$ cat src/rtl/mod_switch_div.sv
`default_nettype none
// ============================================================================
//  Module   : mod_switch_div
//  Purpose  : Modulus switch from an odd modulus MOD_M to 2**Q_W.
//             Computes z = ((floor(x * 2**(Q_W+1) / MOD_M) + 1) >> 1) mod 2**Q_W
//             (round half up) with a bit-serial restoring divider, one
//             quotient bit per cycle, MSB first.
//  Ports    : clk       - clock, rising edge
//             s_rst     - synchronous active-high reset
//             x         - input residue in [0, MOD_M)
//             in_avail  - x / in_side valid
//             in_rdy    - block accepts input this cycle
//             in_side   - side data carried alongside x
//             z         - switched result (held between results)
//             out_avail - one-cycle pulse, z / out_side valid
//             out_side  - in_side of the same transaction
//  Timing   : transfer in cycle T -> out_avail in cycle T+Q_W+2,
//             one result every Q_W+3 cycles, no output backpressure.
//  Options  : MOD_SWITCH_DIV_CHECK_EN - compiles in simulation checks
//             (out-of-range x is fatal, final remainder must be < MOD_M).
//  Revision : 1.0 - initial release
// ============================================================================
module mod_switch_div #(
   parameter int               MOD_W    = 32,
   parameter logic [MOD_W-1:0] MOD_M    = MOD_W'((65'd1 << MOD_W) - (65'd1 << (MOD_W / 2)) + 65'd1),
   parameter int               Q_W      = 32,
   parameter int               SIDE_W   = 0,
   parameter logic [1:0]       RST_SIDE = 2'b00
) (
   input  logic                                   clk,
   input  logic                                   s_rst,
   input  logic [MOD_W-1:0]                       x,
   input  logic                                   in_avail,
   output logic                                   in_rdy,
   input  logic [((SIDE_W > 0) ? SIDE_W : 1)-1:0] in_side,
   output logic [Q_W-1:0]                         z,
   output logic                                   out_avail,
   output logic [((SIDE_W > 0) ? SIDE_W : 1)-1:0] out_side
);

   // A zero-width side channel is carried as a single unused bit.
   localparam int                SW      = (SIDE_W > 0) ? SIDE_W : 1;
   localparam int                CNT_W   = $clog2(Q_W + 2);
   localparam logic [CNT_W-1:0]  LAST_IT = CNT_W'(Q_W);
   localparam logic [MOD_W:0]    MOD_X   = {1'b0, MOD_M};

   typedef enum logic [1:0] {
      ST_IDLE = 2'd0,
      ST_DIV  = 2'd1,
      ST_DONE = 2'd2
   } state_t;

   state_t           state_q, state_d;
   logic [CNT_W-1:0] cnt_q,   cnt_d;
   logic [MOD_W:0]   r_q,     r_d;
   logic [Q_W:0]     q_q,     q_d;
   logic [Q_W-1:0]   z_q,     z_d;
   logic [SW-1:0]    side_q;

   logic             w_take;
   logic [MOD_W:0]   w_r2;
   logic             w_ge;
   logic [MOD_W:0]   w_r_next;
   logic [Q_W:0]     w_q_next;
   logic [Q_W+1:0]   w_round;
   logic             w_unused_round;

   // ------------------------------------------------------------------------
   // Handshake
   // ------------------------------------------------------------------------
   assign in_rdy    = (state_q == ST_IDLE) && !s_rst;
   assign out_avail = (state_q == ST_DONE) && !s_rst;
   assign w_take    = in_rdy && in_avail;

   // ------------------------------------------------------------------------
   // One restoring-division step
   // ------------------------------------------------------------------------
   assign w_r2     = r_q << 1;
   assign w_ge     = (w_r2 >= MOD_X);
   assign w_r_next = w_ge ? (w_r2 - MOD_X) : w_r2;
   assign w_q_next = {q_q[Q_W-1:0], w_ge};

   // Rounding add on the completed quotient; bit 0 is shifted away and the
   // carry-out is dropped, so (q+1)>>1 wraps to zero at 2**Q_W.
   assign w_round        = {1'b0, w_q_next} + {{(Q_W+1){1'b0}}, 1'b1};
   assign w_unused_round = ^{w_round[Q_W+1], w_round[0]};

   // ------------------------------------------------------------------------
   // Next-state / datapath control
   // ------------------------------------------------------------------------
   always_comb begin
      state_d = state_q;
      cnt_d   = cnt_q;
      r_d     = r_q;
      q_d     = q_q;
      z_d     = z_q;
      case (state_q)
         ST_IDLE: begin
            if (w_take) begin
               state_d = ST_DIV;
               cnt_d   = '0;
               r_d     = {1'b0, x};
               q_d     = '0;
            end
         end
         ST_DIV: begin
            r_d   = w_r_next;
            q_d   = w_q_next;
            cnt_d = cnt_q + CNT_W'(1);
            if (cnt_q == LAST_IT) begin
               state_d = ST_DONE;
               z_d     = w_round[Q_W:1];
            end
         end
         ST_DONE: begin
            state_d = ST_IDLE;
         end
         default: begin
            state_d = ST_IDLE;
         end
      endcase
   end

   always_ff @(posedge clk) begin
      if (s_rst) begin
         state_q <= ST_IDLE;
         cnt_q   <= '0;
         r_q     <= '0;
         q_q     <= '0;
         z_q     <= '0;
      end else begin
         state_q <= state_d;
         cnt_q   <= cnt_d;
         r_q     <= r_d;
         q_q     <= q_d;
         z_q     <= z_d;
      end
   end

   // Side data: reset value selectable, left unreset when RST_SIDE is 0.
   always_ff @(posedge clk) begin
      if (s_rst && RST_SIDE[0]) begin
         side_q <= '0;
      end else if (s_rst && RST_SIDE[1]) begin
         side_q <= '1;
      end else if (w_take) begin
         side_q <= in_side;
      end
   end

   assign z        = z_q;
   assign out_side = side_q;

`ifdef MOD_SWITCH_DIV_CHECK_EN
   always_ff @(posedge clk) begin
      if (!s_rst) begin
         if (w_take && (x >= MOD_M)) begin
            $fatal(1, "mod_switch_div: input x=%0d not below modulus %0d", x, MOD_M);
         end
         if ((state_q == ST_DIV) && (cnt_q == LAST_IT)) begin
            assert (w_r_next < MOD_X)
               else $error("mod_switch_div: final remainder %0d not below modulus", w_r_next);
         end
      end
   end
`endif

endmodule
`default_nettype wire

$ cat config.mk
export PLATFORM = sky130hd
export DESIGN_NAME = mod_switch_div
export DESIGN_NICKNAME = d
export VERILOG_FILES = /design/src/rtl/mod_switch_div.sv
export SDC_FILE = /design/constraint.sdc
export NUM_CORES = 1
export LEC_CHECK = 0
export CORE_AREA = 2 2 123 125
export DETAILED_ROUTE_END_ITERATION = 10
export DIE_AREA = 0 0 125 127
export DONT_BUFFER_PORTS = 1
export PLACE_DENSITY = 0.65
export SETUP_SLACK_MARGIN = 0.15
export SYNTH_ARGS = -nofsm -noshare
export SYNTH_HDL_FRONTEND = slang
export SYNTH_SLANG_ARGS = --single-unit
export TNS_END_PERCENT = 30
$ cat constraint.sdc
create_clock -name clk -period 3.1 [get_ports clk]
set_clock_uncertainty 0.05 [all_clocks]
set_input_delay 0.62 -clock clk [delete_from_list [all_inputs] [get_ports clk]]
set_output_delay 0.62 -clock clk [all_outputs]
set_load 0.01 [all_outputs]
; ---- Word level (Yosys, flattened, before mapping)
; Index checks and enable logic that the tools add are counted.
[totals]
reg_bits = 105
latch_bits = 0
ram_bits = 0
mem_bits_ro = 0
inputBits = 36
output_inout_bits = 35
wordCells = 34
n_memories = 0
[classes]
n_addsub = 3
multipliers = 0
div_mod_pow = 0
n_lt_le_gt_ge = 1
n_eq_ne = 5
shifts = 0
muxes = 10
bitwise_logic = 0
reduce_logical = 9
[op_table]
columns = operator, n
row1 = $pmux 32 s2, 2
row2 = $mux 32, 3
row3 = $add 33x1->33 const B, 1
row4 = $ge 33x32->1 const B, 1
row5 = $sub 32x32->32 const B, 1
row6 = $pmux 6 s2, 1
row7 = $add 6x1->6 const B, 1
row8 = $eq 6x6->1 const B, 1
row9 = $mux 6, 1
row10 = $reduce_and 2->1, 3
row11 = $mux 2, 2
row12 = $ne 2x2->1 const B, 2
row13 = $pmux 2 s2, 1
row14 = $logic_and 1x1->1, 3
row15 = $eq 2x1->1 const B, 1
row16 = $eq 2x2->1 const B, 1
row17 = $logic_not 2->1, 1
row18 = $reduce_bool 2->1, 1
row19 = $logic_not 1->1, 1

; ---- Logic depth before layout (Yosys ltp)
; Gate-level depths: netlist of the first run.
[depth]
word_depth = 5
mapped_depth = 13
depth_no_buf = 11

; ---- Worst setup path before layout of the first run
; No wires, ideal clock.
[synth_path]
path_type = register to register
start = register r_q[3]
end = register z_q[29] (netlist: z[29])
setup_ps = 86
arrival_time_ps = 2932
required_ps = 2964
setup_slack_ps = 33
stages_incl_launch_ff = 13
path_buffers = 3
synth_period_minus_slack_ps = 3067
path_cell_list = dfxtp_1 or4_1 buf_2 o41ai_4 o31a_4 inv_2 buf_6 ha_1 nand4_1 clkbuf_1 nor4_1 xnor2_1 a211oi_1
[synth_between]
elab_chain_len = 2
[synth_lines]
columns = item, line_no
row1 = "start, declared", 55  ; logic [MOD_W:0] r_q, r_d;
row2 = "start signal, assigned", 134  ; r_q <= r_d;
row3 = $ge 33x32->1, 79  ; assign w_ge = (w_r2 >= MOD_X);
row4 = $add 33x1->33, 85  ; assign w_round = {1'b0, w_q_next} + {{(Q_W+1){1'b0}}, 1'b1};
row5 = "end signal, assigned", 136  ; z_q <= z_d;
row6 = "end, declared", 57  ; logic [Q_W-1:0] z_q, z_d;
; Every way passes these cells.
; A chain may end at the register's enable or synchronous reset.

; ---- Worst setup path after layout of the first run
[layout_path]
start = register r_q[0]
end = register z_q[13] (netlist: z[13])
; The elaborated chain is that of the path after synthesis.

==> impl_metrics.env, run 1 <==
export IMPL_synth_area_leader_cell="dfxtp_1"
export IMPL_cts_tree="built"
export IMPL_clk_pin_slew_ns=0.07
export IMPL_cp_top_family="compound AO/OA/AOI/OAI gates"
export IMPL_hold_viol=0
export IMPL_io_pins=71
export IMPL_synthAdderAreaFrac=0.00874
export IMPL_dieArea_um2=15900
export IMPL_hp_class="input port to flip-flop"
export IMPL_h_tree_depth=3
export IMPL_layout_drive_gt1_share=0.121
export IMPL_critical_path_class="flip-flop to flip-flop"
export IMPL_gp_congestion=0.848
export IMPL_grt_max_degree=112
export IMPL_max_vdd_ir_drop_mv=0.283
export IMPL_synth_edf_count=1
export IMPL_path_max_fanout=10
export IMPL_stdcell_count=881
export IMPL_port_buffers=0
export IMPL_fin_ws_ns=0.217
export IMPL_postLayoutCoreUtil=0.430
export IMPL_grt_pass1_wl_mm=25.4
export IMPL_area_delta_synth_final_pct=8.35
export IMPL_synth_xor_area_frac=0.0214
export IMPL_synth_simple_area_share=0.292
export IMPL_clock_latency_ns=0.35
export IMPL_synth_top_cell_area_share=0.364
export IMPL_power_density_nw_per_um2=496
export IMPL_dr_pass1_iters=6
export IMPL_yosysWarnings=0
export IMPL_routed_via_density=6.15
export IMPL_slew_viol_final=0
export IMPL_synthCells=729
export IMPL_antenna_found_initial=0
export IMPL_first_global_vias=5072
export IMPL_route_detailed_drc=0
export IMPL_ys_types=56
export IMPL_fillers=1446
export IMPL_tns_ns=0
export IMPL_maxCapViolations=0
export IMPL_setup_viol=0
export IMPL_die_h_um=127
export IMPL_crit_slowest_cell="or3b_4"
export IMPL_path_cells="inv_1 > ha_1 > or3b_4 > o41ai_4 > o31a_4 > inv_2 > ha_1 > nand4_1 > buf_4 > buf_4 > nor3_1 > xnor2_1 > a211oi_1"
export IMPL_gr_total_overflow=0
export IMPL_final_antenna_net_count=0
export IMPL_n_antenna_cell=0
export IMPL_required_ns=3.31
export IMPL_synth_compound_area_frac=0.244
export IMPL_cp_start_kind="flip-flop"
export IMPL_fin_crit_ns=2.88
export IMPL_routed_via_count=5421
export IMPL_clock_sinks=105
export IMPL_critPathBufInv=4
export IMPL_dp_hpwl_mm=9.88
export IMPL_ys_async_sr_fraction=0
export IMPL_fin_nets=732
export IMPL_leakage_nw=1.77
export IMPL_worstMarginPinSlew_ns=1.12
export IMPL_finalPower_mw=3.08
export IMPL_ys_seq_elements=105
export IMPL_arrival_ns=3.10
export IMPL_synth_yosys_seq_area_share=0.369
export IMPL_max_freq_ghz=0.347
export IMPL_rows=44
export IMPL_dr_first_iter_drc_count=511
export IMPL_synthMuxAreaShare=0.00175
export IMPL_die_w_um=125
export IMPL_drt_total_wl_mm=15.3
export IMPL_syn_num_nets=769
export IMPL_synth_ff_type="dfxtp_1"
export IMPL_final_period_utilization=0.930
export IMPL_synth_top_family_by_area="simple AND/OR/NAND/NOR gates"
export IMPL_wl_per_cell_um=17.4
export IMPL_track_usage=0.192
export IMPL_root_buffer="clkbuf_16"
export IMPL_slowest_delay_ns=0.41
export IMPL_start_util=0.397
export IMPL_rsz0062_at_grt="yes"
export IMPL_netlist_area_um2=5720
export IMPL_end_kind="flip-flop"
export IMPL_ctsHoldBuffers=0
export IMPL_cts_buffers=9
export IMPL_avgSynthCellArea_um2=7.85
export IMPL_synth_area_leaders="dfxtp_1 36%, nand2_1 7.4%, nand3_1 4.5%"
export IMPL_place_inst=864
export IMPL_worst_slew_margin_rel=0.253
export IMPL_dp_slack_ns=0.183
export IMPL_status="complete, no violations"
export IMPL_coreArea_um2=14400
export IMPL_cts_buffer_depth=2
-- stage by stage --
step | cell area [um2] | hold slack [ns]
after floorplan | 5740 | 0.404
after global placement | 5830 | 0.413
after detailed placement | 5830 | 0.422
after CTS | 6160 | 0.278
after global routing | 6200 | 0.277
final | 6200 | 0.283
-- metal layers --
layer	global-route usage	part of all wire	vias up
li1	-	-	2639
met2	0.300	0.45	161
met4	0.0673	0.023	0
met5	0	0	-
met1	0.261	0.46	2598
met3	0.0452	0.063	23
-- where the power goes --
part | leakage (nW) | switching (mW) | internal, mW
logic | 0.752 | 0.217 | 0.128
registers | 0.853 | 0.0510 | 1.39
clock network | 0.163 | 0.530 | 0.758
-- sequential cells by signal, summed over array words and instances (netlist names) --
name,flops
q_q,32
r_q,32
z,32
cnt_q,6
state_q,2
out_side,1
-- Yosys cell counts (5+ instances only) --
cell,count
o31a_1,5
buf_6,5
o21ai_0,10
a31oi_1,28
o31ai_1,26
nand2_1,113
dfxtp_1,104
a211oi_1,16
a311oi_2,6
xnor2_1,12
nand4_1,15
nand3_1,52
or4_1,28
and3_1,6
or3_1,21
a31o_2,24
nor2_1,43
inv_1,18
and4_1,7
a311oi_1,10
buf_1,11
nor3_1,12
clkbuf_1,45
a21oi_1,44
nor4_1,10
-- worst paths after layout --
| check | from | end | slack [ns] | cells after the start |
|---|---|---|---|---|
| worst max-delay path | r_q[0] | z[13] | 0.22 | 13 |
| worst min-delay path | s_rst | z[3] | 0.28 | 1 |
| worst max register to register | r_q[0] | z[13] | 0.22 | 13 |
| worst min register to register | q_q[31] | q_q[31] | 0.43 | 2 |
-- final cells by class --
| cell class | instances | area [um2] | share of cell area |
|---|---|---|---|
| Multi-Input combinational cell | 540 | 3300 | 0.532 |
| Clock buffer | 11 | 253 | 0.0408 |
| Clock inverter | 5 | 85.1 | 0.0137 |
| Timing Repair Buffer | 16 | 145 | 0.0234 |
| Tap cell | 184 | 230 | 0.0371 |
| Inverter | 20 | 75.1 | 0.0121 |
| Sequential cell | 105 | 2110 | 0.341 |
-- cell families (layout without fill, tap and decap cells) --
kind of cell             after synthesis  count (layout)
AO/OA/AOI/OAI                        190             190
flip-flops                           105             105
AND/OR/NAND/NOR                      331             331
multiplexers                           1               1
adder cells (fa/ha/maj)                4               4
XOR/XNOR                              14              14
buffers and inverters                 84              52
-- layout by cell type, fill, tap and decap left out, types with 4 or more instances in the layout --
cell and n:
nand2_1 112, dfxtp_1 104, nand3_1 52, a21oi_1 44, nor2_1 43, or4_1 28, a31oi_1 28, o31ai_1 26
a31o_2 24, or3_1 21, inv_1 18, a211oi_1 16, nand4_1 15, buf_4 14, xnor2_1 12, nor3_1 11
a311oi_1 10, o21ai_0 10, clkbuf_16 9, nor4_1 7, and3_1 6, and4_1 6, a311oi_2 6, o31a_1 5
or2_2 4, o2111ai_1 4, ha_1 4
-- what timing repair did --
item,4_1_cts,5_1_grt
endpoints found under the setup margin,0,12
setup buffers,0,1
resized for setup,0,5
(Power assumes the default switching activity.)
==> run 2, diff against run 1 <==
--- a/config.mk
+++ b/config.mk
@@ -5,9 +5,10 @@
 export SDC_FILE = /design/constraint.sdc
 export NUM_CORES = 1
 export LEC_CHECK = 0
-export CORE_AREA = 2 2 123 125
+export ABC_CLOCK_PERIOD_IN_PS = 3100
+export CORE_AREA = 10 10 131 133
 export DETAILED_ROUTE_END_ITERATION = 10
-export DIE_AREA = 0 0 125 127
+export DIE_AREA = 0 0 141 143
 export DONT_BUFFER_PORTS = 1
 export PLACE_DENSITY = 0.65
 export SETUP_SLACK_MARGIN = 0.15
==> impl_metrics.env, run 2 (synthesis results as in run 1) <==
export IMPL_status="complete, no violations"
export IMPL_slew_viol_final=0
export IMPL_path_cells="inv_1 > ha_1 > or3b_4 > o41ai_4 > o31a_4 > inv_2 > ha_1 > nand4_1 > buf_4 > nor4_1 > xnor2_1 > a211oi_1"
export IMPL_place_inst=865
export IMPL_cts_tree="built"
export IMPL_die_h_um=143
export IMPL_route_detailed_drc=0
export IMPL_clock_sinks=105
export IMPL_routed_via_count=5393
export IMPL_cp_start_kind="flip-flop"
export IMPL_fin_crit_ns=2.89
export IMPL_leakage_nw=1.74
export IMPL_grt_pass1_wl_mm=25.5
export IMPL_ctsHoldBuffers=0
export IMPL_antenna_found_initial=0
export IMPL_area_delta_synth_final_pct=6.86
export IMPL_crit_slowest_cell="nor4_1"
export IMPL_port_buffers=0
export IMPL_final_cell_mix="112 x nand2_1, 104 x dfxtp_1, 52 x nand3_1"
export IMPL_arrival_ns=3.11
export IMPL_reg2reg_from="r_q[0]"
export IMPL_routed_via_density=6.11
export IMPL_crit_top_cell="ha_1"
export IMPL_dr_pass1_iters=5
export IMPL_dp_slack_ns=0.175
export IMPL_coreArea_um2=14400
export IMPL_hold_viol=0
export IMPL_end_kind="flip-flop"
export IMPL_postLayoutCoreUtil=0.424
export IMPL_critical_path_class="flip-flop to flip-flop"
export IMPL_crit_end="z[31]"
export IMPL_reg2reg_slack_ns=0.21
export IMPL_final_common_cell="nand2_1"
export IMPL_dr_first_iter_drc_count=543
export IMPL_tns_ns=0
export IMPL_fin_nets=733
export IMPL_h_tree_depth=3
export IMPL_dieArea_um2=20200
export IMPL_start_util=0.397
export IMPL_path_depth=12
export IMPL_postPlaceCellArea_um2=5820
export IMPL_clock_latency_ns=0.35
export IMPL_dp_hpwl_mm=10.5
export IMPL_track_usage=0.153
export IMPL_first_global_vias=4889
export IMPL_rr_worst_depth=12
export IMPL_wl_per_cell_um=17.9
export IMPL_fillers=1429
export IMPL_worst_slew_margin_rel=0.301
export IMPL_worstMarginPinSlew_ns=1.05
export IMPL_finalPower_mw=2.89
export IMPL_rows=44
export IMPL_cp_startpoint="r_q[0]"
export IMPL_stdcell_count=882
export IMPL_grt_use_met3=0.0471
export IMPL_fin_ws_ns=0.210
export IMPL_cts_buffers=9
export IMPL_gr_total_overflow=0
export IMPL_drt_total_wl_mm=15.8
export IMPL_critPathBufInv=3
export IMPL_gr_max_usage_layer="met2"
export IMPL_power_density_nw_per_um2=473
export IMPL_max_vdd_ir_drop_mv=0.283
export IMPL_grt_max_degree=112
export IMPL_reg2reg_to="z[31]"
export IMPL_rsz0062_at_grt="yes"
export IMPL_required_ns=3.32
export IMPL_die_w_um=141
export IMPL_clk_pin_slew_ns=0.07
export IMPL_slowest_delay_ns=0.44
export IMPL_cp_top_family="simple AND/OR/NAND/NOR gates"
export IMPL_root_buffer="clkbuf_16"
export IMPL_n_antenna_cell=0
export IMPL_io_pins=71
export IMPL_hp_class="input port to flip-flop"
export IMPL_maxCapViolations=0
export IMPL_final_period_utilization=0.932
export IMPL_use_met2=0.237
export IMPL_gp_congestion=0.817
export IMPL_setup_viol=0
export IMPL_hold_worst_slack_ns=0.294
export IMPL_met1_usage=0.197
export IMPL_cts_buffer_depth=2
export IMPL_layout_drive_gt1_share=0.115
export IMPL_final_area_um2=6120
export IMPL_path_max_fanout=4
export IMPL_max_freq_ghz=0.346
export IMPL_final_antenna_net_count=0
run 2: cell count changes in the layout (fill, tap and decap cells not counted), sizes merged:
cell    delta
clkinv     +2
bufinv     -2
buf        +1
run 2: how the worst min path moves through the flow:
| stage | slack [ns] | startpoint | to | depth (start not counted) |
|---|---|---|---|---|
| 2_1_floorplan | 0.40 | q_q[20] | q_q[21] | 2 |
| 3_5_place_dp | 0.42 | q_q[20] | q_q[21] | 2 |
| 5_1_grt | 0.27 | s_rst | z[30] | 1 |
| 3_3_place_gp | 0.41 | q_q[31] | q_q[31] | 2 |
| 6_report | 0.29 | s_rst | z[1] | 1 |
| 4_1_cts | 0.28 | s_rst | z[30] | 1 |
run 2: worst reg2reg max path, delay by kind of cell (launching register included):
family,cells,cell delay (ns)
XOR/XNOR,1,0.13
AO/OA/AOI/OAI,3,0.67
flip-flops,1,0.35
buffers and inverters,3,0.33
AND/OR/NAND/NOR,3,0.84
adder cells (fa/ha/maj),2,0.45
run 2: repair_timing:
action,in CTS,in global routing
resized for setup,0,1
endpoints found under the setup margin,0,13
buffers inserted,0,1
run 2: area by class of cell:
cell class	instances	area [um2]	area share
multi-input cells	540	3280	0.536
flip-flops and latches	105	2110	0.345
clock buffers	11	243	0.0397
well taps	184	230	0.0376
repair buffers	17	140	0.0229
inverters	20	75.1	0.0123
clock inverters	5	38.8	0.00634
run 2: per-layer routing:
| metal | share of wire | wire [um] |
|---|---|---|
| met3 | 0.076 | 1200 |
| met1 | 0.45 | 7070 |
| met5 | 0 | 0 |
| met2 | 0.46 | 7270 |
| met4 | 0.016 | 257 |
run 2: power by group:
part / total, mW / switching [mW] / internal, mW
sequential: 1.44 / 0.0502 / 1.39
combinational: 0.342 / 0.214 / 0.128
clock: 1.11 / 0.535 / 0.574
total: 2.89 / 0.800 / 2.09
